**src/rtl/dendrite_drain_pkg.sv**
```systemverilog
// Shared network package: default widths and the drain FSM state encoding.
// InputRouter imports the same definitions.
package dendrite_drain_pkg;

    localparam int NEURON_WIDTH_DEF = 11;
    localparam int DATA_WIDTH_DEF   = 44;

    typedef enum logic [2:0] {
        ST_IDLE    = 3'd0,
        ST_READ    = 3'd1,
        ST_WAIT    = 3'd2,
        ST_PRESENT = 3'd3,
        ST_CLEAR   = 3'd4,
        ST_DONE    = 3'd5
    } drain_state_e;

endpackage

```
**src/rtl/dendrite_drain.sv**
```systemverilog
// Drains the EX/IN dendritic RAMs once per pass and presents one record per
// local neuron to the neuron unit, optionally zeroing each location afterwards.
module dendrite_drain
    import dendrite_drain_pkg::*;
#(
    parameter int NEURON_WIDTH = NEURON_WIDTH_DEF,
    parameter int DATA_WIDTH   = DATA_WIDTH_DEF
) (
    input  logic                           Clock,
    input  logic                           Reset,
    input  logic                           DrainEnable,
    input  logic                           ClearEnable,
    input  logic        [NEURON_WIDTH-1:0] NeuStart,
    input  logic        [NEURON_WIDTH-1:0] NeuEnd,
    input  logic signed [DATA_WIDTH-1:0]   ExWeightSum,
    input  logic signed [DATA_WIDTH-1:0]   InWeightSum,
    output logic                           EXChipEnable,
    output logic                           INChipEnable,
    output logic                           EXWriteEnable,
    output logic                           INWriteEnable,
    output logic        [NEURON_WIDTH-1:0] EXAddress,
    output logic        [NEURON_WIDTH-1:0] INAddress,
    output logic signed [DATA_WIDTH-1:0]   NewExWeightSum,
    output logic signed [DATA_WIDTH-1:0]   NewInWeightSum,
    output logic                           OutValid,
    input  logic                           OutReady,
    output logic        [NEURON_WIDTH-1:0] OutNeuronID,
    output logic signed [DATA_WIDTH-1:0]   OutExSum,
    output logic signed [DATA_WIDTH-1:0]   OutInSum,
    output logic                           DrainComplete
);

    drain_state_e                    r_state;
    drain_state_e                    w_next_state;
    logic        [NEURON_WIDTH-1:0]  r_index;
    logic        [NEURON_WIDTH-1:0]  r_start;
    logic        [NEURON_WIDTH-1:0]  r_last;
    logic        [NEURON_WIDTH-1:0]  r_out_id;
    logic signed [DATA_WIDTH-1:0]    r_ex_sum;
    logic signed [DATA_WIDTH-1:0]    r_in_sum;
    logic                            w_read;
    logic                            w_clear_wr;
    logic                            w_access;

    // State register
    always_ff @(posedge Clock or posedge Reset) begin
        if (Reset) begin
            r_state <= ST_IDLE;
        end else begin
            r_state <= w_next_state;
        end
    end

    // Next-state logic; an empty range (end below start) goes straight to DONE
    always_comb begin
        w_next_state = r_state;
        case (r_state)
            ST_IDLE: begin
                if (DrainEnable) begin
                    if (NeuEnd < NeuStart) w_next_state = ST_DONE;
                    else                   w_next_state = ST_READ;
                end else begin
                    w_next_state = ST_IDLE;
                end
            end
            ST_READ:    w_next_state = ST_WAIT;
            ST_WAIT:    w_next_state = ST_PRESENT;
            ST_PRESENT: begin
                if (OutReady) w_next_state = ST_CLEAR;
                else          w_next_state = ST_PRESENT;
            end
            ST_CLEAR: begin
                if (r_index == r_last) w_next_state = ST_DONE;
                else                   w_next_state = ST_READ;
            end
            ST_DONE: begin
                if (!DrainEnable) w_next_state = ST_IDLE;
                else              w_next_state = ST_DONE;
            end
            default:    w_next_state = ST_IDLE;
        endcase
    end

    // Range latch, local index counter and record capture
    always_ff @(posedge Clock or posedge Reset) begin
        if (Reset) begin
            r_index  <= {NEURON_WIDTH{1'b0}};
            r_start  <= {NEURON_WIDTH{1'b0}};
            r_last   <= {NEURON_WIDTH{1'b0}};
            r_out_id <= {NEURON_WIDTH{1'b0}};
            r_ex_sum <= {DATA_WIDTH{1'b0}};
            r_in_sum <= {DATA_WIDTH{1'b0}};
        end else begin
            case (r_state)
                ST_IDLE: begin
                    if (DrainEnable) begin
                        r_index <= {NEURON_WIDTH{1'b0}};
                        r_start <= NeuStart;
                        r_last  <= NeuEnd - NeuStart;
                    end
                end
                ST_WAIT: begin
                    r_ex_sum <= ExWeightSum;
                    r_in_sum <= InWeightSum;
                    r_out_id <= r_start + r_index;
                end
                ST_CLEAR: begin
                    if (r_index != r_last) r_index <= r_index + NEURON_WIDTH'(1);
                end
                default: begin
                    r_index <= r_index;
                end
            endcase
        end
    end

    // RAM port decode: reads in READ, zero write-back in CLEAR when enabled
    always_comb begin
        w_read     = (r_state == ST_READ);
        w_clear_wr = (r_state == ST_CLEAR) && ClearEnable;
        w_access   = w_read || w_clear_wr;
    end

    assign EXChipEnable   = w_access;
    assign INChipEnable   = w_access;
    assign EXWriteEnable  = w_clear_wr;
    assign INWriteEnable  = w_clear_wr;
    assign EXAddress      = w_access ? r_index : {NEURON_WIDTH{1'b0}};
    assign INAddress      = w_access ? r_index : {NEURON_WIDTH{1'b0}};
    assign NewExWeightSum = {DATA_WIDTH{1'b0}};
    assign NewInWeightSum = {DATA_WIDTH{1'b0}};
    assign OutValid       = (r_state == ST_PRESENT);
    assign OutNeuronID    = r_out_id;
    assign OutExSum       = r_ex_sum;
    assign OutInSum       = r_in_sum;
    assign DrainComplete  = (r_state == ST_DONE);

endmodule

```
**config.mk**
```make
export PLATFORM = sky130hd
export DESIGN_NAME = dendrite_drain
export DESIGN_NICKNAME = d
export VERILOG_FILES = /design/src/rtl/dendrite_drain_pkg.sv /design/src/rtl/dendrite_drain.sv
export SDC_FILE = /design/constraint.sdc
export NUM_CORES = 1
export LEC_CHECK = 0
export BUFFER_PORTS_ARGS = -buffer_cell sky130_fd_sc_hd__buf_2
export CAP_MARGIN = 20
export CORE_MARGIN = 5
export CORE_UTILIZATION = 45
export CTS_CLUSTER_DIAMETER = 200
export CTS_CLUSTER_SIZE = 30
export DETAILED_ROUTE_END_ITERATION = 8
export PLACE_DENSITY_LB_ADDON = 0.25
export SLEW_MARGIN = 20
export SYNTH_ARGS = -nofsm -noshare
export SYNTH_HDL_FRONTEND = slang
export SYNTH_SLANG_ARGS = --single-unit
```
**constraint.sdc**
```tcl
create_clock -name Clock -period 5.55 [get_ports Clock]
set_input_delay 1.11 -clock Clock [delete_from_list [all_inputs] [get_ports Clock]]
set_output_delay 1.11 -clock Clock [all_outputs]
set_load 0.03 [all_outputs]
```
==> results of run 1 <==
==> metrics by stage <==
| step | total power [mW] | utilization, % | std cells | cell area (µm²) |
|---|---|---|---|---|
| after floorplan | 3.65 | - | 931 | 7650 |
| after global placement | 4.31 | 52.0 | 1261 | 8280 |
| after detailed placement | 4.35 | 52.0 | 1261 | 8280 |
| after CTS | 5.46 | 55.6 | 1293 | 8860 |
| after global routing | 5.79 | 55.6 | 1293 | 8860 |
| final | 5.40 | 55.6 | 1293 | 8860 |
==> per-layer routing <==
layer | global-route usage (%) | vias to the layer above | part of all wire, %
li1 | - | 3013 | -
met4 | 6.76 | 0 | 1.6
met2 | 31.6 | 244 | 49
met3 | 4.38 | 27 | 7.9
met1 | 24.1 | 2700 | 42
met5 | 0 | - | 0
==> power groups by stage <==
stage	clock network [mW]	logic [mW]	registers, mW
2_1_floorplan	0	1.27	2.38
3_3_place_gp	0	2.60	1.71
3_5_place_dp	0	2.62	1.73
4_1_cts	1.12	2.63	1.71
5_1_grt	1.16	2.86	1.76
6_report	1.10	2.59	1.71
==> registers in the layout, indices dropped and copies added, names as in the netlist <==
register / cells
OutExSum: 44
OutInSum: 44
OutNeuronID: 11
r_index: 11
r_last: 11
r_start: 11
r_state: 3
==> placed cells by master (no fill, tap or decap), types with 7 or more instances in the layout <==
cell type / Yosys / routed
sky130_fd_sc_hd__nand2_1: 315 / 315
sky130_fd_sc_hd__buf_2: 16 / 241
sky130_fd_sc_hd__dfrtp_1: 135 / 135
sky130_fd_sc_hd__conb_1: 1 / 88
sky130_fd_sc_hd__o21ai_0: 39 / 39
sky130_fd_sc_hd__ha_1: 22 / 22
sky130_fd_sc_hd__inv_1: 20 / 19
sky130_fd_sc_hd__clkbuf_16: 0 / 17
sky130_fd_sc_hd__a21oi_1: 16 / 16
sky130_fd_sc_hd__xnor2_1: 15 / 15
sky130_fd_sc_hd__nor2_1: 13 / 13
sky130_fd_sc_hd__nor3_1: 13 / 13
sky130_fd_sc_hd__and2_1: 10 / 10
sky130_fd_sc_hd__a211oi_1: 7 / 7
sky130_fd_sc_hd__a21o_1: 7 / 7
==> cell families after synthesis <==
family | count (synthesis) | synth area share (%)
and+or+nand+nor | 399 | 23.5
buffers and inverters | 152 | 13.3
DFF | 135 | 46.1
AOI/OAI and AO/OA | 105 | 8.97
adders and majority gates | 24 | 4.30
xor gates and xnor gates | 24 | 3.18
muxes | 4 | 0.564
other | 1 | 0.0512
==> critical path, stage by stage (launching register included) <==
cell and delay [ns]:
sky130_fd_sc_hd__dfrtp_1 0.61, sky130_fd_sc_hd__clkinv_1 0.38, sky130_fd_sc_hd__a21oi_1 0.39, sky130_fd_sc_hd__nor2_1 0.19, sky130_fd_sc_hd__and2_2 0.25, sky130_fd_sc_hd__buf_2 0.17
==> how the worst max path moves through the flow <==
stage,start,to,slack [ns],cells past startpoint
finish,r_state[2],EXAddress[1],2.03,5
global route,r_state[2],EXAddress[1],1.85,5
CTS,r_state[2],EXAddress[1],2.04,5
detailed placement,ClearEnable,EXAddress[1],2.17,6
global placement,ClearEnable,EXAddress[1],2.19,6
floorplan,Reset,OutExSum[0],0.83,1
==> layout make-up <==
| cell class | count | area, µm² |
|---|---|---|
| clock inverter | 11 | 125 |
| fill | 1522 | 7080 |
| timing repair buffer | 245 | 1240 |
| inverter | 21 | 83.8 |
| multi-input combinational | 644 | 3320 |
| tap | 216 | 270 |
| sequential | 135 | 3380 |
| clock buffer | 21 | 450 |
==> impl_results.rst, run 1 <==
.. list-table::
   :header-rows: 1

   * - Metric
     - Value
   * - Run status
     - complete, no violations
   * - Antenna-violating nets left
     - 0
   * - Int Pwr
     - 2.84 mW
   * - Unique cell type count in the Yosys netlist
     - 64
   * - Setup violations, final
     - 0
   * - Critical hold path startpoint
     - OutInSum[15]
   * - Number of violations of the max-capacitance limit
     - 0
   * - Timing-limited maximum frequency
     - 284 MHz
   * - Setup repair after global routing missed its margin
     - false
   * - Nets
     - 1,203
   * - Number of detailed-routing iterations run before antenna repair
     - 5
   * - Max-Slew Margin vs Limit
     - 32.0%
   * - Sum of net half-perimeters after detailed placement
     - 14.1 mm
   * - Effective utilization at floorplan
     - 46.0%
   * - Overall die width
     - 138 µm
   * - Total clock buffers created by CTS
     - 17
   * - Tightest Pin Transition
     - 1.02 ns
   * - Antenna Cells
     - 0
   * - R2R Setup Slk
     - 3.02 ns
   * - Crit path setup slack, layout
     - 2.03 ns
   * - Number of gates resized after cts
     - 0
   * - Drt total wl
     - 18.9 mm
   * - Synth warn
     - 0
   * - Final hold violation count
     - 0
   * - Setup crit start kind
     - flop
   * - Clock network latency to the later pin of the worst-skew pair
     - 0.41 ns
   * - Worst endpoint required time
     - 4.44 ns
   * - Share of synthesized registers carrying an async set or reset
     - 100%
   * - Worst-case clock buffer depth
     - 2
   * - Final period util
     - 63.5%
   * - Total Die Area
     - 0.0189 mm²
   * - Worst hold slack
     - 0.466 ns
   * - Path depth of the worst reg2reg path
     - 7
   * - Remaining routing DRC violations
     - 0
   * - Post-CTS setup buffer count
     - 0
   * - Synthesized area
     - 0.00733 mm²
   * - PwrDens
     - 609 mW/mm²
   * - Clock transition at path regs
     - 0.06 ns
   * - Clk pwr share
     - 20.3%
   * - Primary FF master, synth
     - sky130_fd_sc_hd__dfrtp_1
   * - Congestion Overflow GR
     - 0
   * - Mean area per synthesized cell
     - 8.68 µm²
   * - Setup tns final
     - 0 ns
   * - Type of the setup path with the least slack
     - flop to output pin
   * - Synthesis-to-layout area growth
     - 20.9%
   * - End of the worst register-to-register path
     - OutNeuronID[10]
   * - Number of enable-type register cells in the synthesized netlist
     - 0
   * - Die Ht
     - 138 µm
   * - #FFs+latches synth
     - 135
   * - Vias
     - 5,984
   * - Worst hold-check path type
     - flop to flop
   * - Average wire per cell in the routed design
     - 14.6 µm
   * - Number of DRC violations after detailed-routing iteration 0
     - 274
   * - Post-route clock skew
     - 0.00904 ns
   * - Placeable core area
     - 0.0159 mm²
   * - Register share of total power
     - 31.7%
   * - End point of the worst hold path
     - OutInSum[15]
   * - Master cell of the clock root buffer
     - sky130_fd_sc_hd__clkbuf_16
   * - Leakage component of the power
     - 4.92 nW
   * - Depth of the CTS H-tree
     - 4
   * - Number of core rows
     - 46
   * - Cell type contributing the most total cell area after synthesis
     - sky130_fd_sc_hd__dfrtp_1
   * - Layout cells sized above 1
     - 27.0%
   * - Gate power share
     - 48.0%
   * - DP Worst Slack
     - 2.17 ns
   * - Fraction of power spent switching nets
     - 47.5%
   * - Top cell type's share of synthesized area
     - 46.1%
   * - Largest fanout of any net on the critical path
     - 13
   * - Sort of element at the end of the critical path
     - output pin
   * - Largest net degree at the start of global routing
     - 96
   * - Clock tree from TritonCTS
     - built
   * - Start of the worst register-to-register path
     - r_index[0]
   * - GR Util All Layers
     - 18.9%
   * - Sink count of the clock tree
     - 135
   * - Worst ir drop on vdd
     - 254 µV
   * - Vias per cell
     - 4.63
   * - Top cells by instance count after synthesis
     - sky130_fd_sc_hd__nand2_1, sky130_fd_sc_hd__dfrtp_1, sky130_fd_sc_hd__buf_4
   * - Number of antenna violations at the first check in global routing
     - 0
   * - RePlAce Congestion
     - 0.842
   * - CTS hold repair buffers
     - 0
   * - Critical path data arrival time
     - 2.41 ns
   * - Count leader, synth
     - sky130_fd_sc_hd__nand2_1
   * - Via count of the first global-routing pass
     - 5,506
   * - Net Switching
     - 2.56 mW
   * - Wire length of the first global-routing pass
     - 28.1 mm
   * - Total I/O pin count
     - 330
   * - Top cells by area, synth
     - sky130_fd_sc_hd__dfrtp_1, sky130_fd_sc_hd__nand2_1, sky130_fd_sc_hd__buf_4, sky130_fd_sc_hd__ha_1, sky130_fd_sc_hd__o21ai_0
   * - Cell depth of the worst hold path
     - 2
   * - Number of I/O port buffers
     - 241
   * - Number of max-slew violations in the final report
     - 0
   * - Syn Inst Count
     - 844
   * - Portion of the post-synthesis area used by sequential elements
     - 46.1%
   * - Time the final worst path needs with I/O delays and setup
     - 3.52 ns
Note: power is estimated with default switching activity, not from simulation.
==> inputs of run 2 (changes only) <==
==> constraint.sdc (replaced) <==
create_clock -name Clock -period 3.35 [get_ports Clock]
set_input_delay 0.67 -clock Clock [delete_from_list [all_inputs] [get_ports Clock]]
set_output_delay 0.67 -clock Clock [all_outputs]
set_load 0.03 [all_outputs]
==> run 2 against run 1 <==
Net effect:
- global-route usage increased by 0.067 points
- combinational power increased by 67%
- clock-buffer cell count decreased by 1
- wire length increased by 0.31%
- critical endpoint is now INAddress[1]
- highest routed layer unchanged
==> impl_results.rst, run 2 (synthesis gave the netlist of run 1 again) <==
.. list-table::
   :header-rows: 1

   * - Metric
     - Value
   * - Run status
     - complete, no violations
   * - Effective utilization at floorplan
     - 46.0%
   * - Worst endpoint required time
     - 2.68 ns
   * - Setup violations, final
     - 0
   * - Time the final worst path needs with I/O delays and setup
     - 3.05 ns
   * - Total Die Area
     - 0.0189 mm²
   * - End of the worst register-to-register path
     - OutNeuronID[10]
   * - Worst hold-check path type
     - input port to asynchronous set/reset pin
   * - Clock transition at path regs
     - 0.06 ns
   * - Worst-case clock buffer depth
     - 2
   * - Leakage component of the power
     - 4.96 nW
   * - Cell area after placement
     - 0.00834 mm²
   * - Path depth of the worst reg2reg path
     - 7
   * - Number of gates resized after cts
     - 0
   * - Antenna-violating nets left
     - 0
   * - Overall die width
     - 138 µm
   * - Sum of net half-perimeters after detailed placement
     - 14.4 mm
   * - Number of max-slew violations in the final report
     - 0
   * - Start of the worst register-to-register path
     - r_index[0]
   * - Crit path to
     - INAddress[1]
   * - RePlAce Congestion
     - 0.883
   * - Total clock buffers created by CTS
     - 17
   * - Tightest Pin Transition
     - 0.816 ns
   * - Post-route clock skew
     - 0.0110 ns
   * - Post-CTS setup buffer count
     - 0
   * - Final period util
     - 91.1%
   * - Timing-limited maximum frequency
     - 328 MHz
   * - Synthesis-to-layout area growth
     - 21.7%
   * - Number of I/O port buffers
     - 241
   * - Clock network latency to the later pin of the worst-skew pair
     - 0.42 ns
   * - Largest net degree at the start of global routing
     - 69
   * - Worst ir drop on vdd
     - 438 µV
   * - Number of violations of the max-capacitance limit
     - 0
   * - Wire length of the first global-routing pass
     - 28.1 mm
   * - Remaining routing DRC violations
     - 0
   * - Sink count of the clock tree
     - 135
   * - Number of antenna violations at the first check in global routing
     - 0
   * - Number of fillers in the final layout
     - 1,518
   * - Final hold violation count
     - 0
   * - Vias
     - 5,970
   * - Leading cell type in the layout, fill and taps excluded
     - sky130_fd_sc_hd__nand2_1
   * - Type of the setup path with the least slack
     - flop to output pin
   * - CTS hold repair buffers
     - 0
   * - Via count of the first global-routing pass
     - 5,497
   * - PwrDens
     - 1010 mW/mm²
   * - R2R Setup Slk
     - 0.95 ns
   * - Number of detailed-routing iterations run before antenna repair
     - 4
   * - Number of core rows
     - 46
   * - Depth of the CTS H-tree
     - 4
   * - Layout cells sized above 1
     - 27.3%
   * - Setup repair after global routing missed its margin
     - false
   * - Largest fanout of any net on the critical path
     - 13
   * - Final Instance Area
     - 0.00892 mm²
   * - Timing startpoint of the critical path
     - r_state[2]
   * - Setup crit start kind
     - flop
   * - Critical path data arrival time
     - 2.38 ns
   * - GR Util All Layers
     - 19.0%
   * - Antenna Cells
     - 0
   * - Setup tns final
     - 0 ns
   * - Sort of element at the end of the critical path
     - output pin
   * - Average wire per cell in the routed design
     - 14.6 µm
   * - Master cell of the clock root buffer
     - sky130_fd_sc_hd__clkbuf_16
   * - Max-Slew Margin vs Limit
     - 45.5%
   * - Congestion Overflow GR
     - 0
   * - Number of DRC violations after detailed-routing iteration 0
     - 365
   * - Total I/O pin count
     - 330
   * - Die Ht
     - 138 µm
   * - Placeable core area
     - 0.0159 mm²
   * - Nets
     - 1,205
   * - Commonest cells after routing, fill and taps aside
     - sky130_fd_sc_hd__nand2_1, sky130_fd_sc_hd__buf_2, sky130_fd_sc_hd__dfrtp_1
   * - Clock tree from TritonCTS
     - built
   * - Drt total wl
     - 18.9 mm
   * - Vias per cell
     - 4.61
## run 2: where the power goes
group | switching, mW | leakage (nW) | internal, mW
combinational | 3.10 | 2.99 | 1.23
clock | 0.702 | 0.286 | 1.13
sequential | 0.459 | 1.68 | 2.39
## run 2: cell type report
| type | count | area, µm² | area share (%) |
|---|---|---|---|
| Clock inverter | 12 | 126 | 1.42 |
| Tap cell | 216 | 270 | 3.03 |
| Timing Repair Buffer | 247 | 1290 | 14.5 |
| Sequential cell | 135 | 3380 | 37.9 |
| Clock buffer | 20 | 457 | 5.12 |
| Inverter | 21 | 82.6 | 0.926 |
| Multi-Input combinational cell | 644 | 3320 | 37.2 |
## run 2: how the worst min path moves through the flow
stage / from / slack [ns] / endpoint
after global routing: Reset / 0.43 / OutExSum[42]
after CTS: Reset / 0.41 / OutInSum[42]
after floorplan: r_start[0] / 0.45 / r_start[0]
after detailed placement: OutInSum[25] / 0.46 / OutInSum[25]
after global placement: OutExSum[33] / 0.45 / OutExSum[33]
final: Reset / 0.39 / OutExSum[42]
## run 2: critical path, stage by stage, from the launching register on
cell                       delay (ns)
sky130_fd_sc_hd__dfrtp_1         0.60
sky130_fd_sc_hd__clkinv_1        0.37
sky130_fd_sc_hd__a21oi_1         0.38
sky130_fd_sc_hd__nor2_1          0.19
sky130_fd_sc_hd__and2_2          0.25
sky130_fd_sc_hd__buf_2           0.17
## run 2: metrics by stage
stage               hold slack [ns]  utilization (%)  std cells  power [mW]  setup slack [ns]
floorplan                     0.450                -        931        6.05             0.561
global placement              0.453             52.3       1263        7.18             0.790
detailed placement            0.457             52.3       1263        7.26             0.729
CTS                           0.407             55.9       1295        9.11             0.276
global route                  0.425             55.9       1295        9.64            0.0787
finish                        0.385             55.9       1295        9.01             0.298
## run 2: metal layers
metal	vias to the layer above	part of all wire [%]	GRT usage, %
met5	-	0	0
met4	0	1.9	5.82
met3	28	7.9	5.19
met2	224	49	31.8
met1	2701	41	24.1
li1	3017	-	-
